[config.mk]
export PLATFORM = sky130hd
export DESIGN_NAME = vc_arbiter_ctrl
export DESIGN_NICKNAME = d
export VERILOG_FILES = /design/src/rtl/vc_ctrl_pkg.sv /design/src/rtl/vc_prio_grant.sv /design/src/rtl/vc_arbiter_ctrl.sv
export SDC_FILE = /design/constraint.sdc
export NUM_CORES = 1
export LEC_CHECK = 0
export BUFFER_PORTS_ARGS = -buffer_cell sky130_fd_sc_hd__buf_2
export CAP_MARGIN = 0
export CORE_MARGIN = 1
export CORE_UTILIZATION = 40
export DETAILED_ROUTE_END_ITERATION = 16
export MAX_ROUTING_LAYER = met4
export PLACE_DENSITY = 0.71
export SLEW_MARGIN = 20
export SYNTH_ARGS = -nofsm -noshare
export SYNTH_HDL_FRONTEND = slang
export SYNTH_SLANG_ARGS = --single-unit
[constraint.sdc]
create_clock -name clk -period 2.99 [get_ports clk]
set_input_delay 0.897 -clock clk [delete_from_list [all_inputs] [get_ports clk]]
set_output_delay 0.897 -clock clk [all_outputs]
set_load 0.02 [all_outputs]
[src/rtl/vc_ctrl_pkg.sv]
// Shared types and constants for the VC arbiter/controller.
// Holds the FSM state encoding, reset thresholds, err_in bit positions and the pipeline stage payload.
package vc_ctrl_pkg;

    localparam int unsigned DATA_W_DEF     = 6;
    localparam int unsigned DEST_BIT_DEF   = 4;
    localparam int unsigned VC0_WEIGHT_DEF = 4;
    localparam int unsigned UMBRAL_W       = 4;
    localparam int unsigned STATE_W        = 3;
    localparam int unsigned ERR_W          = 4;

    // err_in bit positions: {D1, D0, VC1, VC0}
    localparam int unsigned ERR_VC0 = 0;
    localparam int unsigned ERR_VC1 = 1;
    localparam int unsigned ERR_D0  = 2;
    localparam int unsigned ERR_D1  = 3;

    localparam logic [UMBRAL_W-1:0] UMBRAL_VC_RST = '0;
    localparam logic [UMBRAL_W-1:0] UMBRAL_D_RST  = '0;

    typedef enum logic [STATE_W-1:0] {
        ST_RESET  = 3'd0,
        ST_INIT   = 3'd1,
        ST_IDLE   = 3'd2,
        ST_ACTIVE = 3'd3,
        ST_ERROR  = 3'd4
    } state_t;

    // First pipeline stage: a read was issued last cycle, and from which VC.
    typedef struct packed {
        logic valid;
        logic src;
    } rd_stage_t;

endpackage

[src/rtl/vc_prio_grant.sv]
// VC0-priority grant with a saturating weight counter that forces a VC1 grant
// after WEIGHT consecutive VC0 grants while VC1 is waiting.
module vc_prio_grant #(
    parameter int unsigned WEIGHT = 4
) (
    input  logic clk,
    input  logic reset,
    input  logic eligible0,
    input  logic eligible1,
    input  logic pending1,
    input  logic accept,
    output logic gnt0,
    output logic gnt1
);

    localparam int unsigned CNT_W = $clog2(WEIGHT + 1);

    logic [CNT_W-1:0] cnt;
    logic             force1;

    // Combinational grant: VC0 wins unless its weight budget is spent.
    always_comb begin
        force1 = (cnt >= CNT_W'(WEIGHT));
        gnt1   = eligible1 & (~eligible0 | force1);
        gnt0   = eligible0 & ~gnt1;
    end

    // Counts VC0 grants while VC1 waits; clears on a VC1 grant or an empty VC1, saturates at WEIGHT.
    always_ff @(posedge clk) begin
        if (!reset) begin
            cnt <= '0;
        end else if (!pending1 || (accept && gnt1)) begin
            cnt <= '0;
        end else if (accept && gnt0 && (cnt != CNT_W'(WEIGHT))) begin
            cnt <= cnt + CNT_W'(1);
        end
    end

endmodule

[src/rtl/vc_arbiter_ctrl.sv]
// Transmit-path scheduler: pops VC0/VC1 FIFOs, routes each word to D0/D1 by one data bit,
// and owns the FIFO threshold configuration. FSM: RESET/INIT/IDLE/ACTIVE/ERROR.
module vc_arbiter_ctrl
    import vc_ctrl_pkg::*;
#(
    parameter int unsigned DATA_W     = DATA_W_DEF,
    parameter int unsigned DEST_BIT   = DEST_BIT_DEF,
    parameter int unsigned VC0_WEIGHT = VC0_WEIGHT_DEF
) (
    input  logic                clk,
    input  logic                reset,
    input  logic                init,
    input  logic [UMBRAL_W-1:0] umbral_vc_in,
    input  logic [UMBRAL_W-1:0] umbral_d_in,
    input  logic                empty_vc0,
    input  logic                empty_vc1,
    input  logic                afull_d0,
    input  logic                afull_d1,
    input  logic [ERR_W-1:0]    err_in,
    input  logic [DATA_W-1:0]   data_vc0,
    input  logic [DATA_W-1:0]   data_vc1,
    output logic                rd_vc0,
    output logic                rd_vc1,
    output logic                wr_d0,
    output logic                wr_d1,
    output logic [DATA_W-1:0]   data_out,
    output logic [UMBRAL_W-1:0] umbral_vc,
    output logic [UMBRAL_W-1:0] umbral_d,
    output logic [STATE_W-1:0]  state,
    output logic                idle,
    output logic                error_out
);

    state_t            st;
    state_t            st_nx;
    rd_stage_t         stg1;
    logic              err_any;
    logic              issue_ok;
    logic              kill;
    logic              gnt0;
    logic              gnt1;
    logic [DATA_W-1:0] word;

    always_comb begin
        err_any = err_in[ERR_VC0] | err_in[ERR_VC1] | err_in[ERR_D0] | err_in[ERR_D1];
    end

    // Next state and read-issue permission; ERROR outranks every other transition.
    always_comb begin
        st_nx    = st;
        issue_ok = 1'b0;
        case (st)
            ST_RESET: st_nx = ST_INIT;
            ST_INIT: begin
                if (err_any)    st_nx = ST_ERROR;
                else if (!init) st_nx = ST_IDLE;
            end
            ST_IDLE: begin
                if (err_any)                      st_nx = ST_ERROR;
                else if (init)                    st_nx = ST_INIT;
                else if (!empty_vc0 || !empty_vc1) st_nx = ST_ACTIVE;
            end
            ST_ACTIVE: begin
                if (err_any) begin
                    st_nx = ST_ERROR;
                end else if (init) begin
                    st_nx = ST_INIT;
                end else begin
                    // Destination is unknown before data returns, so both D FIFOs must have room.
                    issue_ok = reset & ~afull_d0 & ~afull_d1;
                    if (empty_vc0 && empty_vc1 && !stg1.valid) st_nx = ST_IDLE;
                end
            end
            ST_ERROR: st_nx = ST_ERROR;
            default:  st_nx = ST_RESET;
        endcase
    end

    always_comb begin
        kill = (st == ST_ERROR) ||
               (err_any && ((st == ST_INIT) || (st == ST_IDLE) || (st == ST_ACTIVE)));
    end

    vc_prio_grant #(
        .WEIGHT(VC0_WEIGHT)
    ) u_grant (
        .clk      (clk),
        .reset    (reset),
        .eligible0(~empty_vc0),
        .eligible1(~empty_vc1),
        .pending1 (~empty_vc1),
        .accept   (issue_ok),
        .gnt0     (gnt0),
        .gnt1     (gnt1)
    );

    assign rd_vc0 = issue_ok & gnt0;
    assign rd_vc1 = issue_ok & gnt1;

    // State register plus registered state decodes.
    always_ff @(posedge clk) begin
        if (!reset) begin
            st        <= ST_RESET;
            idle      <= 1'b0;
            error_out <= 1'b0;
        end else begin
            st        <= st_nx;
            idle      <= (st_nx == ST_IDLE);
            error_out <= (st_nx == ST_ERROR);
        end
    end

    assign state = st;

    always_ff @(posedge clk) begin
        if (!reset) begin
            umbral_vc <= UMBRAL_VC_RST;
            umbral_d  <= UMBRAL_D_RST;
        end else if ((st == ST_INIT) && init) begin
            umbral_vc <= umbral_vc_in;
            umbral_d  <= umbral_d_in;
        end
    end

    always_comb begin
        word = stg1.src ? data_vc1 : data_vc0;
    end

    // Two-stage pipeline: stage 1 remembers the read, stage 2 captures data and steers the write.
    always_ff @(posedge clk) begin
        if (!reset || kill) begin
            stg1     <= '0;
            data_out <= '0;
            wr_d0    <= 1'b0;
            wr_d1    <= 1'b0;
        end else begin
            stg1.valid <= rd_vc0 | rd_vc1;
            stg1.src   <= rd_vc1;
            data_out   <= stg1.valid ? word : '0;
            wr_d0      <= stg1.valid & ~word[DEST_BIT];
            wr_d1      <= stg1.valid & word[DEST_BIT];
        end
    end

endmodule
# Yosys cells after proc, flatten, opt, wreduce, memory -nomap -nowiden
# Cells that the tools add are included.
# word_totals
reg_bits	26
out_inout_bits	23
wordCells	74
# classes
n_addsub	1
magnitude_cmp	1
eq_ne	7
n_mux	13
bitwise_logic	21
reduce_logical	20
# ops
cell	n
two-way mux 3 bit	8
one-hot mux 3 bit (5 select lines)	1
equality test 3 x 2 -> 1 bit (second input constant)	3
bitwise AND 1 bit	8
NOT 1 bit	8
logical AND 1 bit	7
equality test 3 bit (second input constant)	2
logical OR 1 bit	6
two-way mux 6 bit	1
bitwise OR 1 bit	5
zero test 1 bit	4
OR reduction 2 bit	2
adder 3 x 1 -> 3 bit (second input constant)	1
equality test 3 x 1 -> 1 bit (second input constant)	1
greater-or-equal comparator 3 bit (second input constant)	1
zero test 3 bit	1
two-way mux 1 bit	3
!= test 3 bit (second input constant)	1

# Depth between registers and ports, before layout
# Gate-level depths: netlist of run 1.
# logic_depth
word_depth	9
mapped_depth	4

# Hierarchy
# A second synthesis of run 1 with hierarchy kept.
# hier_totals
hier_cells	105
area_unflattened_um2	1107.3
# modules_own_cells
mod	instances	cells_each	area_each_um2	seq_area_each_um2
vc_arbiter_ctrl	1	82	913.4	460.4
vc_prio_grant	1	23	193.9	60.1

# Least setup slack after synthesis of run 1
# No wires, ideal clock.
# synth_timing
path_kind	input to output
from	input port err_in[1]
to	output port rd_vc0
arrival_ns	1.997
required_ns	2.093
setup_slack_ns	0.096
path_stages	3
path_cell_list	nor4_4 > nand3_2 > nor3_1
# synth_between
elab_chain_len	6
# synth_lines
item	line	text
start: declaration	vc_arbiter_ctrl.sv:19	input logic [ERR_W-1:0] err_in,
bitwise OR 1 bit (3 in series)	vc_arbiter_ctrl.sv:45	err_any = err_in[ERR_VC0] | err_in[ERR_VC1] | err_in[ERR_D0] | err_in[ERR_D1];
two-way mux 1 bit	vc_arbiter_ctrl.sv:64	if (err_any) begin
two-way mux 1 bit	vc_arbiter_ctrl.sv:52	case (st)
bitwise AND 1 bit	vc_arbiter_ctrl.sv:97	assign rd_vc0 = issue_ok & gnt0;
end: declaration	vc_arbiter_ctrl.sv:22	output logic rd_vc0,
# No other way between the ends.

# Final worst setup path of run 1
# layout_timing
from	input port init
to	output port rd_vc1
# layout_between
elab_chain_len	4
# layout_lines
item	line	text
start: declaration	vc_arbiter_ctrl.sv:12	input logic init,
two-way mux 1 bit	vc_arbiter_ctrl.sv:66	end else if (init) begin
two-way mux 1 bit	vc_arbiter_ctrl.sv:64	
two-way mux 1 bit	vc_arbiter_ctrl.sv:52	
bitwise AND 1 bit	vc_arbiter_ctrl.sv:98	assign rd_vc1 = issue_ok & gnt1;
end: declaration	vc_arbiter_ctrl.sv:23	output logic rd_vc1,
# No other way between the ends.

==> summary.md, run 1 <==
| Metric | Value |
|---|---|
| Synth cell types | `25` |
| Per-cell via count in the routed design | `a little under 5` |
| Number of warning messages in the yosys log | `0` |
| Final Power | `0.000717 W` |
| Final setup violation count | `0` |
| Input/output buffers | `53` |
| Max-cap violations | `0` |
| Drt initial violations | `6` |
| Max Transition Viols Final | `0` |
| DR WL/cell | `between 10 and 15 um` |
| Flip-flop and latch area | `about 520 sq um` |
| Maximum clock path buffer count | `2` |
| Antenna violations before repair | `0` |
| Boundary Pins | `between 50 and 60` |
| Worst vdd rail ir drop | `approximately 0.3 mV` |
| Min-delay worst type | `flip-flop to flip-flop` |
| Clock Pin Slew Worst Setup and Hold Paths | `between 0.1 and 0.15 ns` |
| Cell area after layout | `1440 sq um` |
| Num CTS Buffers | `3` |
| Antenna-violating nets left | `0` |
| Highest attainable clock frequency | `between 0.3 and 0.4 GHz` |
| Post-CTS setup buffer count | `0` |
| Largest fanout on the critical path | `4` |
| CTS Root Cell | `sky130_fd_sc_hd__clkbuf_4` |
| Power density cells | `500 nW/um^2` |
| Diode insertion count for antenna repair | `0` |
| Clock insertion delay at the later pin of the skew report | `0.32 ns` |
| Fraction of final layout cells sized beyond drive strength 1 | `42.4%` |
| Worst rel slew slack | `63.7%` |
| Proportion of synthesized chip area in sequential cells | `between 40% and 50%` |
| Vias in the first global route | `929` |
| Static Leakage | `around 0.65 nW` |
| Initial core utilization | `between 40% and 50%` |
| Total negative slack for setup checks | `0 ns` |
| Pin count of the biggest net entering global routing | `16` |
| Post-synth top flop | `sky130_fd_sc_hd__dfxtp_1` |
| Resized Gates After CTS | `0` |
| Count of hold-fix buffers inserted at cts | `0` |
| Required time of the critical path | `about 2.1 ns` |
| CTS HTree Levels | `1` |
| Unrepaired setup endpoints after global routing | `no` |
| Drt pass-1 iters | `2` |
| Transition time at the pin with the least slew margin | `around 0.54 ns` |
| Final net count | `around 190` |
| Number of design rule violations left after detail routing | `0` |
| Final wirelength | `2.29 mm` |
| Element type at the critical path start | `input port` |
| Nets in the synthesized netlist | `135` |
| Area of combinational cells with multiple inputs | `between 500 and 600 sq um` |
| Number of enable flip-flop cells after synthesis | `0` |
| Total number of vias | `around 910` |
| Die ar. | `2910 sq um` |
| Num rows | `18` |
| Crit end category | `output pin` |
| Area growth from synthesis to final layout | `32.9%` |
| Number of instances in the synthesized netlist | `around 100` |
| Chip width | `between 50 and 60 um` |
| Clk sinks | `26` |
| Post-Route Skew | `approximately 0.0015 ns` |
| Highest-count cells in the layout ignoring fill and taps | `sky130_fd_sc_hd__buf_2, sky130_fd_sc_hd__dfxtp_1, sky130_fd_sc_hd__mux2i_1` |
| Register bit count reported by yosys | `26` |
| Global placement routability congestion | `between 0.6 and 0.7` |
| Path type of the worst setup path | `input port to output pin` |
| Global Route Usage Sum | `approximately 18%` |
| Post-DP HPWL | `around 1.8 mm` |
| Ys async rst share | `0%` |
| Per-instance average area after synthesis | `about 11 sq um` |
| Crit path DAT | `1.84 ns` |
| Count of endpoints failing hold in the final timing report | `0` |
| Std-Cell Core Area | `2520 sq um` |
| Leading cell type in the layout, fill and taps excluded | `sky130_fd_sc_hd__buf_2` |
| Fillcell total | `~250` |
| Wire length of the first global-routing pass | `approximately 3.7 mm` |
| Post-route minimum period | `~2.7 ns` |
| Fraction of the cycle the final worst path needs | `roughly nine tenths` |
| Die Y | `between 50 and 60 um` |
| Area of the mapped netlist | `~1100 sq um` |
| Result of the run | `finished clean` |
| TritonCTS clock tree | `done` |
| Total congestion overflow after global routing | `0` |
| Cell area reported after detailed placement | `about 1400 sq um` |
==> Yosys cell counts, drive strengths merged, types with 2 or more instances <==
| cell | instances | share of area [%] |
|---|---|---|
| nor3 | 4 | 1.9 |
| nor2b | 12 | 7.0 |
| and4bb | 2 | 2.3 |
| ha | 2 | 2.3 |
| and2 | 2 | 1.2 |
| nand3 | 2 | 1.9 |
| nand2 | 8 | 2.8 |
| inv | 3 | 1.0 |
| dfxtp | 26 | 48 |
| nor2 | 10 | 3.5 |
| buf | 2 | 1.0 |
| mux2i | 17 | 16 |
==> power breakdown <==
group / internal (W) / switching (W)
Sequential: 0.000359 / 0.0000103
Combinational: 0.0000492 / 0.0000560
Clock: 0.000136 / 0.000107
==> final timing paths <==
kind                                                  start                           to  slack, ns  depth (start not counted)
worst max-delay path                                   init                       rd_vc1       0.25                          5
worst min-delay path            u_grant.cnt[1]$_SDFFE_PP0P_  u_grant.cnt[1]$_SDFFE_PP0P_       0.50                          2
worst max register to register          state[0]$_SDFF_PN0_    umbral_vc[3]$_SDFFE_PN0P_       1.69                          3
worst min register to register  u_grant.cnt[1]$_SDFFE_PP0P_  u_grant.cnt[1]$_SDFFE_PP0P_       0.50                          2
==> flip-flops by register name (all words and copies together) (netlist names) <==
register,cells
data_out,6
u_grant.cnt,3
wr_d1,1
umbral_d,4
idle,1
state,3
error_out,1
stg1,2
umbral_vc,4
wr_d0,1
==> cells by family after synthesis <==
group,after synthesis,share of synthesized area (%)
and+or+nand+nor,45,25.7
DFF,26,48.2
muxes,17,15.8
AOI/OAI and AO/OA,6,5.56
buffers and inverters,6,2.43
adders and majority gates,2,2.32
==> per-layer routing <==
metal	vias to the layer above	wire, um	GRT usage, %
met1	417	912	18.3
met5	-	0	-
li1	457	-	-
met4	0	40	10.5
met3	5	113	3.67
met2	28	1220	32.9
==> cell type report <==
type,count,share of cell area (%)
well taps,30,2.62
clock buffers,3,1.57
inverters,3,0.785
repair buffers,55,19.5
clock inverters,1,2.09
multi-input cells,70,37.1
flip-flops and latches,26,36.3
==> worst max-delay path, stage by stage <==
cell and delay [ns]:
sky130_fd_sc_hd__buf_2 0.12, sky130_fd_sc_hd__nor3b_2 0.28, sky130_fd_sc_hd__nand3_2 0.16, sky130_fd_sc_hd__nor3_1 0.18, sky130_fd_sc_hd__buf_2 0.19
==> through the flow <==
stage / setup slack [ns] / util (%) / hold slack, ns / cells
after floorplan: 0.0960 / - / 0.455 / 102
after global placement: 0.288 / 54.8 / 0.465 / 184
after detailed placement: 0.267 / 54.8 / 0.489 / 184
after CTS: 0.261 / 56.9 / 0.507 / 188
after global routing: 0.177 / 56.9 / 0.523 / 188
final: 0.254 / 56.9 / 0.503 / 188
No activity file was read; power rests on OpenSTA's default activity.
==> run 2: changes to the inputs <==
RECOVER_POWER = 100   (was default)
SYNTH_HIERARCHICAL = 1   (was default)
==> run 2 against run 1 <==
Against the previous run: synthesized area increased by 2.5%; register-to-register slack got worse by 0.60 ns; highest routed layer unchanged; die area rose by 2.5%; non-clock buffer count did not move; maximum frequency shrank 3.2%; final cell count is 1.6% higher; clock power is essentially flat; clock-buffer cell count unchanged.
==> summary.md, run 2 <==
| Metric | Value |
|---|---|
| Leading cell type in the layout, fill and taps excluded | `sky130_fd_sc_hd__buf_2` |
| Largest fanout on the critical path | `3 (-1)` |
| Clk sinks | `26 (unchanged)` |
| Worst rel slew slack | `51.9% (-12 points)` |
| Reg2reg path depth | `6 (+3)` |
| Number of enable flip-flop cells after synthesis | `0 (unchanged)` |
| Crit end category | `output pin` |
| Boundary Pins | `54 (unchanged)` |
| Resized Gates After CTS | `0 (unchanged)` |
| Register bit count reported by yosys | `26 (unchanged)` |
| Static Leakage | `0.553 nW (-14%)` |
| Total negative slack for setup checks | `0 ns (unchanged)` |
| Final setup violation count | `0 (unchanged)` |
| Compound-gate portion of the synthesized area | `11.4% (+5.9 points)` |
| Post-route minimum period | `2.83 ns (+0.0903 ns)` |
| Path type of the worst setup path | `input port to output pin` |
| Area of the mapped netlist | `1110 sq um (+2.5%)` |
| Antenna-violating nets left | `0 (unchanged)` |
| Fillcell total | `240 (-3.2%)` |
| Worst vdd rail ir drop | `0.274 mV (-8.4%)` |
| Ys async rst share | `0% (unchanged)` |
| Pin count of the biggest net entering global routing | `16 (unchanged)` |
| Highest-count cells in the layout ignoring fill and taps | `sky130_fd_sc_hd__buf_2, sky130_fd_sc_hd__dfxtp_1, sky130_fd_sc_hd__clkbuf_1` |
| Worst hold stages | `2 (unchanged)` |
| Result of the run | `finished clean` |
| Input/output buffers | `53 (unchanged)` |
| Count of endpoints failing hold in the final timing report | `0 (unchanged)` |
| Post-synthesis share of cell area spent on xor and xnor gates | `0% (unchanged)` |
| Nets in the synthesized netlist | `138 (+2.2%)` |
| Number of warning messages in the yosys log | `6 (+6)` |
| CTS HTree Levels | `1 (unchanged)` |
| CTS Root Cell | `sky130_fd_sc_hd__clkbuf_4` |
| Die ar. | `2980 sq um (+2.5%)` |
| Fraction of the cycle the final worst path needs | `94.5% (+3.0 points)` |
| Number of instances in the synthesized netlist | `105 (+2.9%)` |
| Final net count | `195 (+1.6%)` |
| Worst-case setup margin in the final layout | `0.163 ns (-0.0903 ns)` |
| Global placement routability congestion | `0.737 (+9.6%)` |
| Final wirelength | `2.35 mm (+2.8%)` |
| Area of combinational cells with multiple inputs | `529 sq um (-0.70%)` |
| Min-delay worst type | `flip-flop to flip-flop` |
| Crit path DAT | `1.93 ns (+0.09 ns)` |
| Max-cap violations | `0 (unchanged)` |
| Chip width | `54.6 um (+1.2%)` |
| Multiplexer share of the synthesized area | `11.8% (-4.0 points)` |
| Die Y | `54.6 um (+1.2%)` |
| Power density cells | `497 nW/um^2 (-0.64%)` |
| Adder-cell area share of the yosys netlist | `2.26% (-0.058 points)` |
| Per-instance average area after synthesis | `10.5 sq um (-0.38%)` |
| Largest register by flop count | `data_out` |
| Element type at the critical path start | `input port` |
| Dominant cell by count in the synthesized netlist | `sky130_fd_sc_hd__dfxtp_1` |
| Flip-flop and latch area | `520 sq um (unchanged)` |
| Num CTS Buffers | `3 (unchanged)` |
| DR WL/cell | `12.3 um (+1.1%)` |
| Maximum clock path buffer count | `2 (unchanged)` |
| Area growth from synthesis to final layout | `26.4%` |
| Unrepaired setup endpoints after global routing | `no` |
| Per-cell via count in the routed design | `4.92 (+2.0%)` |
| Total number of vias | `940 (+3.6%)` |
| Cells taking the most area after synthesis | `sky130_fd_sc_hd__dfxtp_1, sky130_fd_sc_hd__mux2i_1, sky130_fd_sc_hd__nor2b_1, sky130_fd_sc_hd__and2_1, sky130_fd_sc_hd__nor2_1` |
| Synthesized-area fraction occupied by and/or/nand/nor cells | `24.9% (-0.87 points)` |
| Count of hold-fix buffers inserted at cts | `0 (unchanged)` |
| Cell area after layout | `1400 sq um (-2.4%)` |
| Drt initial violations | `8 (+2)` |
| Number of flip-flops in the largest register | `6 (unchanged)` |
| Post-synth top flop | `sky130_fd_sc_hd__dfxtp_1` |
| Cell area reported after detailed placement | `1410 sq um (+2.0%)` |
| Clock Pin Slew Worst Setup and Hold Paths | `0.15 ns (about the same)` |
| Wire length of the first global-routing pass | `3.78 mm (+3.6%)` |
| List of cells traversed by the critical path | `buf_2 > nor4_1 > and4bb_1 > and2_1 > buf_2` |
| Vias in the first global route | `848 (-8.7%)` |
| Proportion of synthesized chip area in sequential cells | `47.0% (-1.2 points)` |
| Required time of the critical path | `2.09 ns (about the same)` |
| Drt pass-1 iters | `2 (unchanged)` |
| Max Transition Viols Final | `0 (unchanged)` |
| Registers with the most flip-flops | `data_out (6), umbral_d (4), umbral_vc (4)` |
| Post-Route Skew | `0.00735 ns (+0.00589 ns)` |
| Highest attainable clock frequency | `0.354 GHz (-3.2%)` |
| Total congestion overflow after global routing | `0 (unchanged)` |
| Synth cell types | `35 (+40%)` |
| Slowest-stage cell, CP | `sky130_fd_sc_hd__nor4_1` |
| Synth cell count leaders | `sky130_fd_sc_hd__dfxtp_1, sky130_fd_sc_hd__mux2i_1, sky130_fd_sc_hd__nor2b_1, sky130_fd_sc_hd__nor2_1, sky130_fd_sc_hd__and2_1` |
| Antenna violations before repair | `0 (unchanged)` |
| Transition time at the pin with the least slew margin | `0.720 ns (+0.183 ns)` |
| Clock insertion delay at the later pin of the skew report | `0.32 ns (about the same)` |
| Worst slack at placement | `0.242 ns (-0.0250 ns)` |
| Fraction of final layout cells sized beyond drive strength 1 | `23.0% (-19 points)` |
| Cell taking the most area after synthesis | `sky130_fd_sc_hd__dfxtp_1` |
| Initial core utilization | `43.5% (+0.70 points)` |
| Num rows | `18 (unchanged)` |
| Dominant combinational cell family by area after synthesis | `simple AND/OR/NAND/NOR gates` |
| Number of design rule violations left after detail routing | `0 (unchanged)` |
| Delay of the slowest critical-path stage | `0.34 ns (+0.06 ns)` |
| Proportion of netlist area held by the largest area contributor | `47.0% (-1.2 points)` |
| Std-Cell Core Area | `2540 sq um (+0.89%)` |
| TritonCTS clock tree | `done` |
| Post-DP HPWL | `1.81 mm (+2.8%)` |
| Post-CTS setup buffer count | `0 (unchanged)` |
| Library cell appearing most often on the critical path | `sky130_fd_sc_hd__buf_2` |
| Global Route Usage Sum | `18.6% (+0.19 points)` |
| Diode insertion count for antenna repair | `0 (unchanged)` |
-- run 2: final timing paths --
| check | startpoint | endpoint | slack [ns] |
|---|---|---|---|
| max | err_in[1] | rd_vc0 | 0.16 |
| min | u_grant/cnt[0]$_SDFFE_PP0P_ | u_grant/cnt[0]$_SDFFE_PP0P_ | 0.52 |
| max reg2reg | state[0]$_SDFF_PN0_ | u_grant/cnt[0]$_SDFFE_PP0P_ | 1.09 |
| min reg2reg | u_grant/cnt[0]$_SDFFE_PP0P_ | u_grant/cnt[0]$_SDFFE_PP0P_ | 0.52 |
-- run 2: routing by layer --
metal	global-route usage (%)	vias up	routed length, um
li1	-	482	-
met1	22.8	428	1130
met2	29.1	28	1090
met3	4.17	2	117
met4	7.69	0	10
met5	-	-	0
-- run 2: critical path, delay by kind of cell --
family	cells	cell delay, ns
buffers and inverters	2	0.26
and+or+nand+nor	3	0.77
-- run 2: logic make-up (layout without fill, tap and decap cells) --
family          after synthesis  count (layout)
compound gates               17              17
fa+ha+maj                     2               2
buf+inv                       7              63
flops                        26              26
mux                          13              13
simple gates                 40              40
-- run 2: power by group --
part | switching [W] | internal [W] | total, W
clock network | 0.000105 | 0.000136 | 0.000241
logic | 0.0000470 | 0.0000416 | 0.0000885
registers | 0.00000847 | 0.000358 | 0.000366
total | 0.000161 | 0.000535 | 0.000695
-- run 2: final cells by class --
type                    instances  share of cell area, %
well taps                      30                   2.68
inverters                       4                   1.07
repair buffers                 55                   17.5
flip-flops and latches         26                   37.2
clock buffers                   3                   1.61
clock inverters                 1                   2.14
multi-input cells              72                   37.8
-- run 2: metrics by stage --
step	hold WS [ns]	cells	utilization, %	total power [W]
finish	0.522	191	55.0	0.000695
global route	0.555	191	55.0	0.000729
CTS	0.519	191	57.5	0.000708
detailed placement	0.493	187	55.4	0.000469
global placement	0.483	187	55.4	0.000466
floorplan	0.451	105	-	0.000429
